**config.mk**
```make
export PLATFORM = sky130hd
export DESIGN_NAME = instr_prefetch_queue
export DESIGN_NICKNAME = d
export VERILOG_FILES = /design/src/rtl/instr_prefetch_queue_pkg.sv /design/src/rtl/instr_prefetch_queue_sync_fifo.sv /design/src/rtl/instr_prefetch_queue.sv
export SDC_FILE = /design/constraint.sdc
export NUM_CORES = 1
export LEC_CHECK = 0
export CAP_MARGIN = 20
export CORE_MARGIN = 2
export CORE_UTILIZATION = 49
export DETAILED_ROUTE_END_ITERATION = 12
export PLACE_DENSITY = 0.84
export SLEW_MARGIN = 20
export SYNTH_ARGS = -nofsm -noshare
export SYNTH_HDL_FRONTEND = slang
export SYNTH_SLANG_ARGS = --single-unit
```
**constraint.sdc**
```tcl
create_clock -name clk -period 2.7 [get_ports clk]
set_clock_uncertainty 0.1 [all_clocks]
set_input_delay 0.54 -clock clk [delete_from_list [all_inputs] [get_ports clk]]
set_output_delay 0.54 -clock clk [all_outputs]
set_load 0.1 [all_outputs]
```
**src/rtl/instr_prefetch_queue_pkg.sv**
```systemverilog
// Shared definitions for the instruction prefetch queue: opcode width,
// default bus widths and the fetch FSM state encoding.
package instr_prefetch_queue_pkg;

    localparam int OPCODE_W    = 7;
    localparam int INSTR_W_DEF = 16;
    localparam int ADDR_W_DEF  = 16;

    typedef logic [1:0] fetch_state_t;

    localparam fetch_state_t ST_FETCH = 2'd0;
    localparam fetch_state_t ST_WAIT  = 2'd1;
    localparam fetch_state_t ST_DRAIN = 2'd2;

    function automatic int count_width(input int depth);
        return $clog2(depth) + 1;
    endfunction

endpackage

```
**src/rtl/instr_prefetch_queue_sync_fifo.sv**
```systemverilog
// Small synchronous FIFO with clear, occupancy count and a combinational head
// read so the head entry is visible the cycle after it is written.
module sync_fifo #(
    parameter int WIDTH = 32,
    parameter int DEPTH = 4
) (
    input  logic                     clk,
    input  logic                     reset,
    input  logic                     clear,
    input  logic                     push,
    input  logic                     pop,
    input  logic [WIDTH-1:0]         wdata,
    output logic [WIDTH-1:0]         rdata,
    output logic [$clog2(DEPTH):0]   count,
    output logic                     empty,
    output logic                     full
);

    localparam int PTR_W = $clog2(DEPTH);

    logic [WIDTH-1:0] mem [DEPTH];
    logic [PTR_W-1:0] rd_ptr_reg;
    logic [PTR_W-1:0] wr_ptr_reg;
    logic [PTR_W:0]   count_reg;
    logic             do_push;
    logic             do_pop;

    assign empty   = (count_reg == '0);
    assign full    = (count_reg == (PTR_W+1)'(DEPTH));
    assign do_pop  = pop && !empty;
    // A full FIFO can still accept a write when the head leaves in the same cycle.
    assign do_push = push && (!full || do_pop);

    always_ff @(posedge clk) begin
        if (!reset || clear) begin
            rd_ptr_reg <= '0;
            wr_ptr_reg <= '0;
            count_reg  <= '0;
        end else begin
            if (do_push) begin
                wr_ptr_reg <= wr_ptr_reg + 1'b1;
            end
            if (do_pop) begin
                rd_ptr_reg <= rd_ptr_reg + 1'b1;
            end
            unique case ({do_push, do_pop})
                2'b10:   count_reg <= count_reg + 1'b1;
                2'b01:   count_reg <= count_reg - 1'b1;
                default: count_reg <= count_reg;
            endcase
        end
    end

    always_ff @(posedge clk) begin
        if (do_push && reset && !clear) begin
            mem[wr_ptr_reg] <= wdata;
        end
    end

    assign rdata = mem[rd_ptr_reg];
    assign count = count_reg;

endmodule

```
**src/rtl/instr_prefetch_queue.sv**
```systemverilog
// Fetch stage: walks the PC, keeps one read outstanding to instruction memory,
// queues returned words with their PC and hands them to decode.
module instr_prefetch_queue
    import instr_prefetch_queue_pkg::*;
#(
    parameter int                INSTR_W  = INSTR_W_DEF,
    parameter int                ADDR_W   = ADDR_W_DEF,
    parameter int                DEPTH    = 4,
    parameter logic [ADDR_W-1:0] RESET_PC = '0
) (
    input  logic                     clk,
    input  logic                     reset,
    output logic                     imem_req,
    output logic [ADDR_W-1:0]        imem_addr,
    input  logic                     imem_rvalid,
    input  logic [INSTR_W-1:0]       imem_rdata,
    input  logic                     redirect_en,
    input  logic [ADDR_W-1:0]        redirect_pc,
    input  logic                     dec_ready,
    output logic                     instr_valid,
    output logic [INSTR_W-1:0]       instr_out,
    output logic [ADDR_W-1:0]        instr_pc,
    output logic [OPCODE_W-1:0]      opcode,
    output logic [$clog2(DEPTH):0]   fifo_count
);

    localparam int ENTRY_W = ADDR_W + INSTR_W;

    fetch_state_t        state_reg;
    fetch_state_t        state_next;
    logic [ADDR_W-1:0]   pc_reg;
    logic [ADDR_W-1:0]   pc_next;
    logic [ADDR_W-1:0]   req_pc_reg;
    logic                issue;
    logic                push;
    logic                pop;
    logic                fifo_empty;
    logic                fifo_full;
    logic [ENTRY_W-1:0]  head_entry;

    // A request made while reset is held would be lost at the reset edge, so none is issued.
    assign issue = reset && (state_reg == ST_FETCH) && !fifo_full && !redirect_en;
    assign push  = (state_reg == ST_WAIT) && imem_rvalid && !redirect_en;
    assign pop   = !fifo_empty && dec_ready && !redirect_en;

    always_comb begin
        state_next = state_reg;
        pc_next    = pc_reg;
        if (redirect_en) begin
            pc_next = redirect_pc;
            unique case (state_reg)
                ST_WAIT:  state_next = imem_rvalid ? ST_FETCH : ST_DRAIN;
                ST_DRAIN: state_next = ST_DRAIN;
                default:  state_next = ST_FETCH;
            endcase
        end else begin
            unique case (state_reg)
                ST_FETCH: begin
                    if (issue) begin
                        state_next = ST_WAIT;
                        pc_next    = pc_reg + 1'b1;
                    end
                end
                ST_WAIT: begin
                    if (imem_rvalid) begin
                        state_next = ST_FETCH;
                    end
                end
                ST_DRAIN: begin
                    if (imem_rvalid) begin
                        state_next = ST_FETCH;
                    end
                end
                default: state_next = ST_FETCH;
            endcase
        end
    end

    always_ff @(posedge clk) begin
        if (!reset) begin
            state_reg  <= ST_FETCH;
            pc_reg     <= RESET_PC;
            req_pc_reg <= RESET_PC;
        end else begin
            state_reg <= state_next;
            pc_reg    <= pc_next;
            if (issue) begin
                req_pc_reg <= pc_reg;
            end
        end
    end

    sync_fifo #(
        .WIDTH (ENTRY_W),
        .DEPTH (DEPTH)
    ) u_fifo (
        .clk   (clk),
        .reset (reset),
        .clear (redirect_en),
        .push  (push),
        .pop   (pop),
        .wdata ({req_pc_reg, imem_rdata}),
        .rdata (head_entry),
        .count (fifo_count),
        .empty (fifo_empty),
        .full  (fifo_full)
    );

    assign imem_req    = issue;
    assign imem_addr   = pc_reg;
    assign instr_valid = !fifo_empty;
    assign instr_pc    = head_entry[ENTRY_W-1:INSTR_W];
    assign instr_out   = head_entry[INSTR_W-1:0];
    assign opcode      = instr_out[INSTR_W-1 -: OPCODE_W];

endmodule

```
==> impl_metrics.py <==
metrics = {
    "status": {
        "status": "complete, no violations",
    },
    "worst_hold_path": {
        "hp-class": "flip-flop to flip-flop",
    },
    "flow_run": {
        "maxCapViolCount": 0,
    },
    "synth": {
        "synth-seq-cells": 171,
        "synth.most_common_cell": "edfxtp_1",
        "syn_avg_cell_area_um2": 15.6,
        "yosys-top-cells-count": "edfxtp_1 (128), dfxtp_1 (43), nand2_1 (40)",
        "synth_cell_types": 49,
        "synth_edf_count": 128,
        "synth_top_area_share_pct": 56.7,
        "netlist_instances": 434,
        "yosysTopAreaCell": "edfxtp_1",
        "ys_seq_area_share_pct": 69.4,
        "postSynth.asyncResetShare_pct": 0,
        "syn-num-nets": 480,
        "synth_area_leaders": "edfxtp_1 (57%), dfxtp_1 (13%), mux4_2 (11%), nand2_1 (2.2%), nand3_1 (1.6%)",
        "synth_ff_type": "edfxtp_1",
        "synth_area_um2": 6780,
        "yosysWarnings": 0,
    },
    "power": {
        "power_leakage_nw": 3.20,
        "powerDensity_nw_per_um2": 688,
        "vdd_ir_drop_max_v": 0.000366,
    },
    "timing": {
        "hold_viol": 0,
        "setup_viol": 0,
        "min_period_ns": 2.50,
        "drv_slew": 0,
        "max-slew-margin-rel_pct": 52.9,
        "tns_ns": 0,
        "rsz0062_at_grt": "false",
        "period_share_pct": 92.7,
        "max_freq_mhz": 399,
        "worst_pin_slew_ns": 0.700,
    },
    "setup_path": {
        "cpMostUsedCell": "buf_12",
        "critPathCapture": "instr_out[11]",
        "worst-setup-path-type": "flip-flop to output port",
        "start_kind": "flip-flop",
        "max_stage_delay_ns": 0.62,
        "reg2reg_to": "u_fifo.count[2]",
        "rrSetupSlack_ns": 0.44,
        "critPathMaxFanout": 32,
        "r2r_start": "u_fifo.count[0]",
        "end_kind": "output port",
        "critical_path.slowest_cell": "mux4_2",
        "critPathArrivalTime_ns": 1.86,
        "crit_chain": "buf_12 > mux4_2 > buf_12",
        "worstPathRequired_ns": 2.06,
        "reg2regPathDepth": 7,
    },
    "floorplanning": {
        "ios": 97,
        "start_util_pct": 50.6,
        "rows": 42,
        "dieArea_um2": 14800,
        "coreArea_um2": 13400,
        "dieWidth_um": 122,
        "die_h_um": 122,
    },
    "routing": {
        "drt_iter0_markers": 333,
        "viasPerCell": 5.58,
        "first_pass_iters": 4,
        "vias": 4071,
        "wl_um": 13900,
        "wl_per_cell_um": 19.0,
        "drcViolationCount": 0,
        "antenna_left": 0,
    },
    "layout": {
        "largest_reg_flops": 128,
        "syn_to_final_growth_pct": 33.8,
        "drive_gt1_share_pct": 27.1,
        "layout.nets": 586,
        "diodes": 0,
        "final_cell_area_um2": 9070,
    },
    "clock_network": {
        "insertion_delay_ns": 0.42,
        "clkTransAtPathRegs_ns": 0.06,
        "cts_buffers": 17,
        "ctsHoldBuffers": 0,
        "htreeDepth": 4,
        "cts_tree": "done",
        "post_cts_buffers": 0,
        "cts_buffer_depth": 2,
        "cts_resized": 0,
        "clock-sinks": 171,
        "clockRootBuffer": "clkbuf_16",
    },
    "grt": {
        "grt_max_degree": 33,
        "grt-ovfl-total": 0,
        "grt_pass1_wl_um": 22000,
        "antenna_found_initial": 0,
        "grt_pass1_vias": 4179,
        "grt_use_total_pct": 19.9,
    },
    "place": {
        "dpl.hpwl_um": 8880,
        "gp_congestion": 0.940,
        "placed_area_um2": 8390,
        "portBuffers": 96,
    },
}
==> placed cells by master (no fill, tap or decap), types with 8 or more instances in the layout <==
cell | netlist | final
nand2_1 | 40 | 40
ha_1 | 8 | 8
inv_1 | 10 | 10
clkdlybuf4s50_1 | 0 | 36
a21oi_1 | 13 | 13
mux4_2 | 32 | 32
nand3_1 | 22 | 22
dfxtp_1 | 43 | 39
edfxtp_1 | 128 | 128
nor2_1 | 13 | 13
o21ai_0 | 19 | 19
buf_4 | 7 | 34
clkbuf_16 | 0 | 17
buf_12 | 0 | 45
==> worst min path at each step <==
stage,slack [ns],depth (start not counted),from,to
after detailed placement,0.39,0,req_pc_reg[13],u_fifo.mem[0][29]
after CTS,0.41,2,req_pc_reg[13],req_pc_reg[13]
final,0.41,2,req_pc_reg[13],req_pc_reg[13]
after global placement,0.37,0,req_pc_reg[14],u_fifo.mem[2][30]
after floorplan,0.36,0,req_pc_reg[1],u_fifo.mem[0][17]
after global routing,0.42,2,req_pc_reg[13],req_pc_reg[13]
==> cells by family after synthesis <==
| family | count (synthesis) | synth area share, % |
|---|---|---|
| xor+xnor | 10 | 1.29 |
| fa+ha+maj | 9 | 1.77 |
| simple gates | 117 | 8.93 |
| mux | 34 | 10.9 |
| buf+inv | 38 | 2.68 |
| compound gates | 55 | 5.02 |
| flops | 171 | 69.4 |
==> critical path, delay by kind of cell, from the launching register on <==
family	cells	cell delay, ns
mux	1	0.62
flops	1	0.34
buf+inv	2	0.45
==> stage by stage <==
stage / power, mW / worst slack (ns) / std cells / utilization, % / hold slack, ns
6_report: 6.24 / 0.197 / 729 / 67.7 / 0.412
2_1_floorplan: 3.30 / 0.0752 / 434 / - / 0.360
4_1_cts: 6.29 / 0.147 / 729 / 67.7 / 0.405
3_5_place_dp: 3.49 / 0.0762 / 697 / 62.6 / 0.392
3_3_place_gp: 3.48 / 0.140 / 697 / 62.6 / 0.374
5_1_grt: 6.40 / 0.115 / 729 / 67.7 / 0.423
==> final cells by class <==
cell class,instances,area (µm²)
well taps,176,220
clock buffers,20,447
clock inverters,12,243
fillers,901,4330
inverters,10,37.5
flip-flops and latches,171,4720
repair buffers,115,1520
multi-input cells,225,1890
==> per-layer routing <==
metal  track usage (%)  part of all wire (%)  up-vias
li1                  -                     -     1880
met1              24.4                    39     1999
met2              34.4                    52      172
met3              4.82                   7.3       20
met4              7.47                   1.7        0
met5                 0                     0        -
==> where the power goes <==
part           leakage, nW  internal (mW)  switching, mW  total [mW]
Sequential            1.51           2.86         0.0567        2.91
Combinational         1.36          0.174          0.351       0.525
Clock                0.330           1.85          0.951        2.80
Total                 3.20           4.88           1.36        6.24
(Power assumes the default switching activity.)
==> RTL edit: new RTL, config.mk and constraints unchanged <==
`OPCODE_W`: 7 -> 14.
--- a/src/rtl/instr_prefetch_queue_pkg.sv
+++ b/src/rtl/instr_prefetch_queue_pkg.sv
@@ -4,3 +4,3 @@
 
-    localparam int OPCODE_W    = 7;
+    localparam int OPCODE_W    = 14;
     localparam int INSTR_W_DEF = 16;
Ports: changed (resized opcode); port bits go from 97 to 104. The function was not compared with the original's and may differ.
==> RTL edit against the original RTL <==
  * Design area decreased by 0.11%
  * Die area increased by 0.75%
  * Critical path depth unchanged
  * Global-route usage is 0.65 points lower
  * Sequential cell count did not move
  * Non-clock buffer count up 6
  * Routed wire length fell by 2.4%
  * Maximum frequency increased by 0.45%
  * Synthesized area is 0.78% higher
  * Total power fell by 9.6%
  * Setup slack better by 0.011 ns
  * Combinational power up 3%
  * Synthesized cell count increased by 1.6%
  * Critical path type unchanged
  * Largest cell class unchanged
==> RTL edit: results (changes against the original RTL) <==
- The maximum clock path buffer count is 2 (unchanged).
- The total of warnings raised by yosys is 0 (unchanged).
- The total via count in the routed design is 4023 (-1.2%).
- The cell at the root of the clock tree is sky130_fd_sc_hd__clkbuf_16.
- The cell total after placement is 707 (+1.4%).
- The post-synth net total came to 487 (+1.5%).
- Ranked by total cell area, the synthesized netlist is headed by sky130_fd_sc_hd__edfxtp_1 (56%), sky130_fd_sc_hd__dfxtp_1 (13%), sky130_fd_sc_hd__mux4_2 (11%).
- The net total in the final layout is 592 (+1.0%).
- The final wirelength came to 13.5 mm (-2.4%).
- The later pin in the worst-skew pair is clocked with a latency of 0.41 ns.
- The number of flip-flops in the largest register is 128 (unchanged).
- The reported net switching power came to 1.41 mW (+4.1%).
- The fmax was 401 MHz (+0.45%).
- The post-cts resize count is 0 (unchanged).
- The distinct cell type count of the synthesized netlist is 49 (unchanged).
- The number of flops mapped to enable cells by yosys is 128 (unchanged).
- The peak ir drop on the vdd network is 387 uV (+6.0%).
- Clock-pin slew was measured on the worst setup and hold paths at 0.07 ns.
- The number of port buffers came to 103 (+7.3%).
- The half-perimeter wire length after detailed placement came to 9.15 mm (+3.0%).
- The count of mapped cells out of synthesis was 441 (+1.6%).
- The met3 wire length is 899 microns (-11%).
- The final estimated routing congestion in global placement came to 0.906 (-3.6%).
- The total number of H-tree levels is 4 (unchanged).
- The min-delay analysis places its worst path in the category register to register.
- The routed length on met2 was 6.93 mm (-3.3%).
- The reported leakage power is 3.19 nW (-0.37%).
- The all-layer global routing usage came to 19.2% (-0.65 points).
- The buffer count from post-CTS setup fixing came to 0 (unchanged).
- The highest fanout seen on the critical path came to 32 (unchanged).
- STA puts the critical path data arrival time at 1.85 ns.
- The peak per-stage delay on the critical path is 0.62 ns (about the same).
- The flow ran to the end, and the final reports show no timing, DRC or antenna violations.
- Broken down by cell family, the worst path's largest delay share belongs to multiplexers.
- The total of fill cells in the finished design is 966 (+7.2%).
- The first-pass GRT wire length was 21.5 mm (-2.3%).
- The uppermost layer routed is met4.
- The total routed wire length on the met1 layer came to 5.55 mm (+1.7%).
- The routed length per placed instance was 18.3 microns (-3.7%).
- The fraction of layout cells with a size suffix above 1 was 28.3% (+1.1 points).
- The number of buffers inserted during clock tree synthesis is 17 (unchanged).
- The final count of pins violating max slew is 0 (unchanged).
- The share of flip-flops with an asynchronous set or reset came to 0% (unchanged).
- The number of design-rule violations left by the first detailed-router iteration is 363 (+9.0%).
- The number of diodes was 0 (unchanged).
- The number of global-route vias before repair is 4230 (+1.2%).
- The worst slew margin relative to its limit is 60.4% (+7.5 points).
- The share of the yosys chip area belonging to registers came to 68.9% (-0.53 points).
- The maximum number of pins on one net before global-route repair is 33 (unchanged).
- The detailed-router iteration count before antenna repair is 5 (+1).
- The initial antenna violation count is 0 (unchanged).
- After synthesis, the most frequently instantiated cells are sky130_fd_sc_hd__edfxtp_1 (128), sky130_fd_sc_hd__dfxtp_1 (43), sky130_fd_sc_hd__nand2_1 (40).
-- RTL edit: path summary, 6_finish.rpt --
kind / startpoint / endpoint / slack [ns] / cells past startpoint
setup / recovery: register / instr_out[9] / 0.21 / 3
hold / removal: req_pc_reg[5] / req_pc_reg[5] / 0.41 / 2
setup reg to reg: u_fifo.count[0] / u_fifo.count[2] / 0.43 / 7
hold reg to reg: req_pc_reg[5] / req_pc_reg[5] / 0.41 / 2
-- RTL edit: metrics by stage --
stage,util [%],power (mW),instance area (sq um),setup slack [ns]
finish,65.8,5.64,9060,0.208
global route,65.8,5.83,9060,0.116
CTS,65.8,5.69,9060,0.161
detailed placement,61.9,3.51,8520,0.0834
global placement,61.9,3.50,8520,0.136
floorplan,-,3.31,6850,0.0752
-- RTL edit: worst min-delay path, cell delays in order (launching register included) --
cell and delay [ns]:
sky130_fd_sc_hd__dfxtp_1 0.34, sky130_fd_sc_hd__nand3_1 0.08, sky130_fd_sc_hd__nand2_1 0.05
-- RTL edit: cell type report --
cell class	count	share of cell area [%]
Sequential cell	171	52.0
Multi-Input combinational cell	225	20.9
Inverter	10	0.414
Clock inverter	14	1.24
Timing Repair Buffer	121	18.2
Tap cell	180	2.48
Clock buffer	18	4.73
-- RTL edit: logic make-up (layout without fill, tap and decap cells) --
kind of cell | count (synthesis) | in the layout | synth area share, %
buffers and inverters | 45 | 163 | 3.42
AO/OA/AOI/OAI | 55 | 55 | 4.98
AND/OR/NAND/NOR | 117 | 117 | 8.86
adder cells (fa/ha/maj) | 9 | 9 | 1.76
flip-flops | 171 | 171 | 68.9
XOR/XNOR | 10 | 10 | 1.28
multiplexers | 34 | 34 | 10.8
-- RTL edit: power by group through the flow --
stage | Clock (mW) | Combinational, mW | Sequential, mW
2_1_floorplan | 0 | 0.217 | 3.09
3_3_place_gp | 0 | 0.532 | 2.96
3_5_place_dp | 0 | 0.542 | 2.97
4_1_cts | 2.23 | 0.544 | 2.91
5_1_grt | 2.34 | 0.569 | 2.92
6_report | 2.19 | 0.542 | 2.91
-- RTL edit: metal layers --
layer	up-vias	track usage (%)
li1	1893	-
met1	1954	24.4
met2	161	32.3
met3	15	5.38
met4	0	5.96
met5	-	0
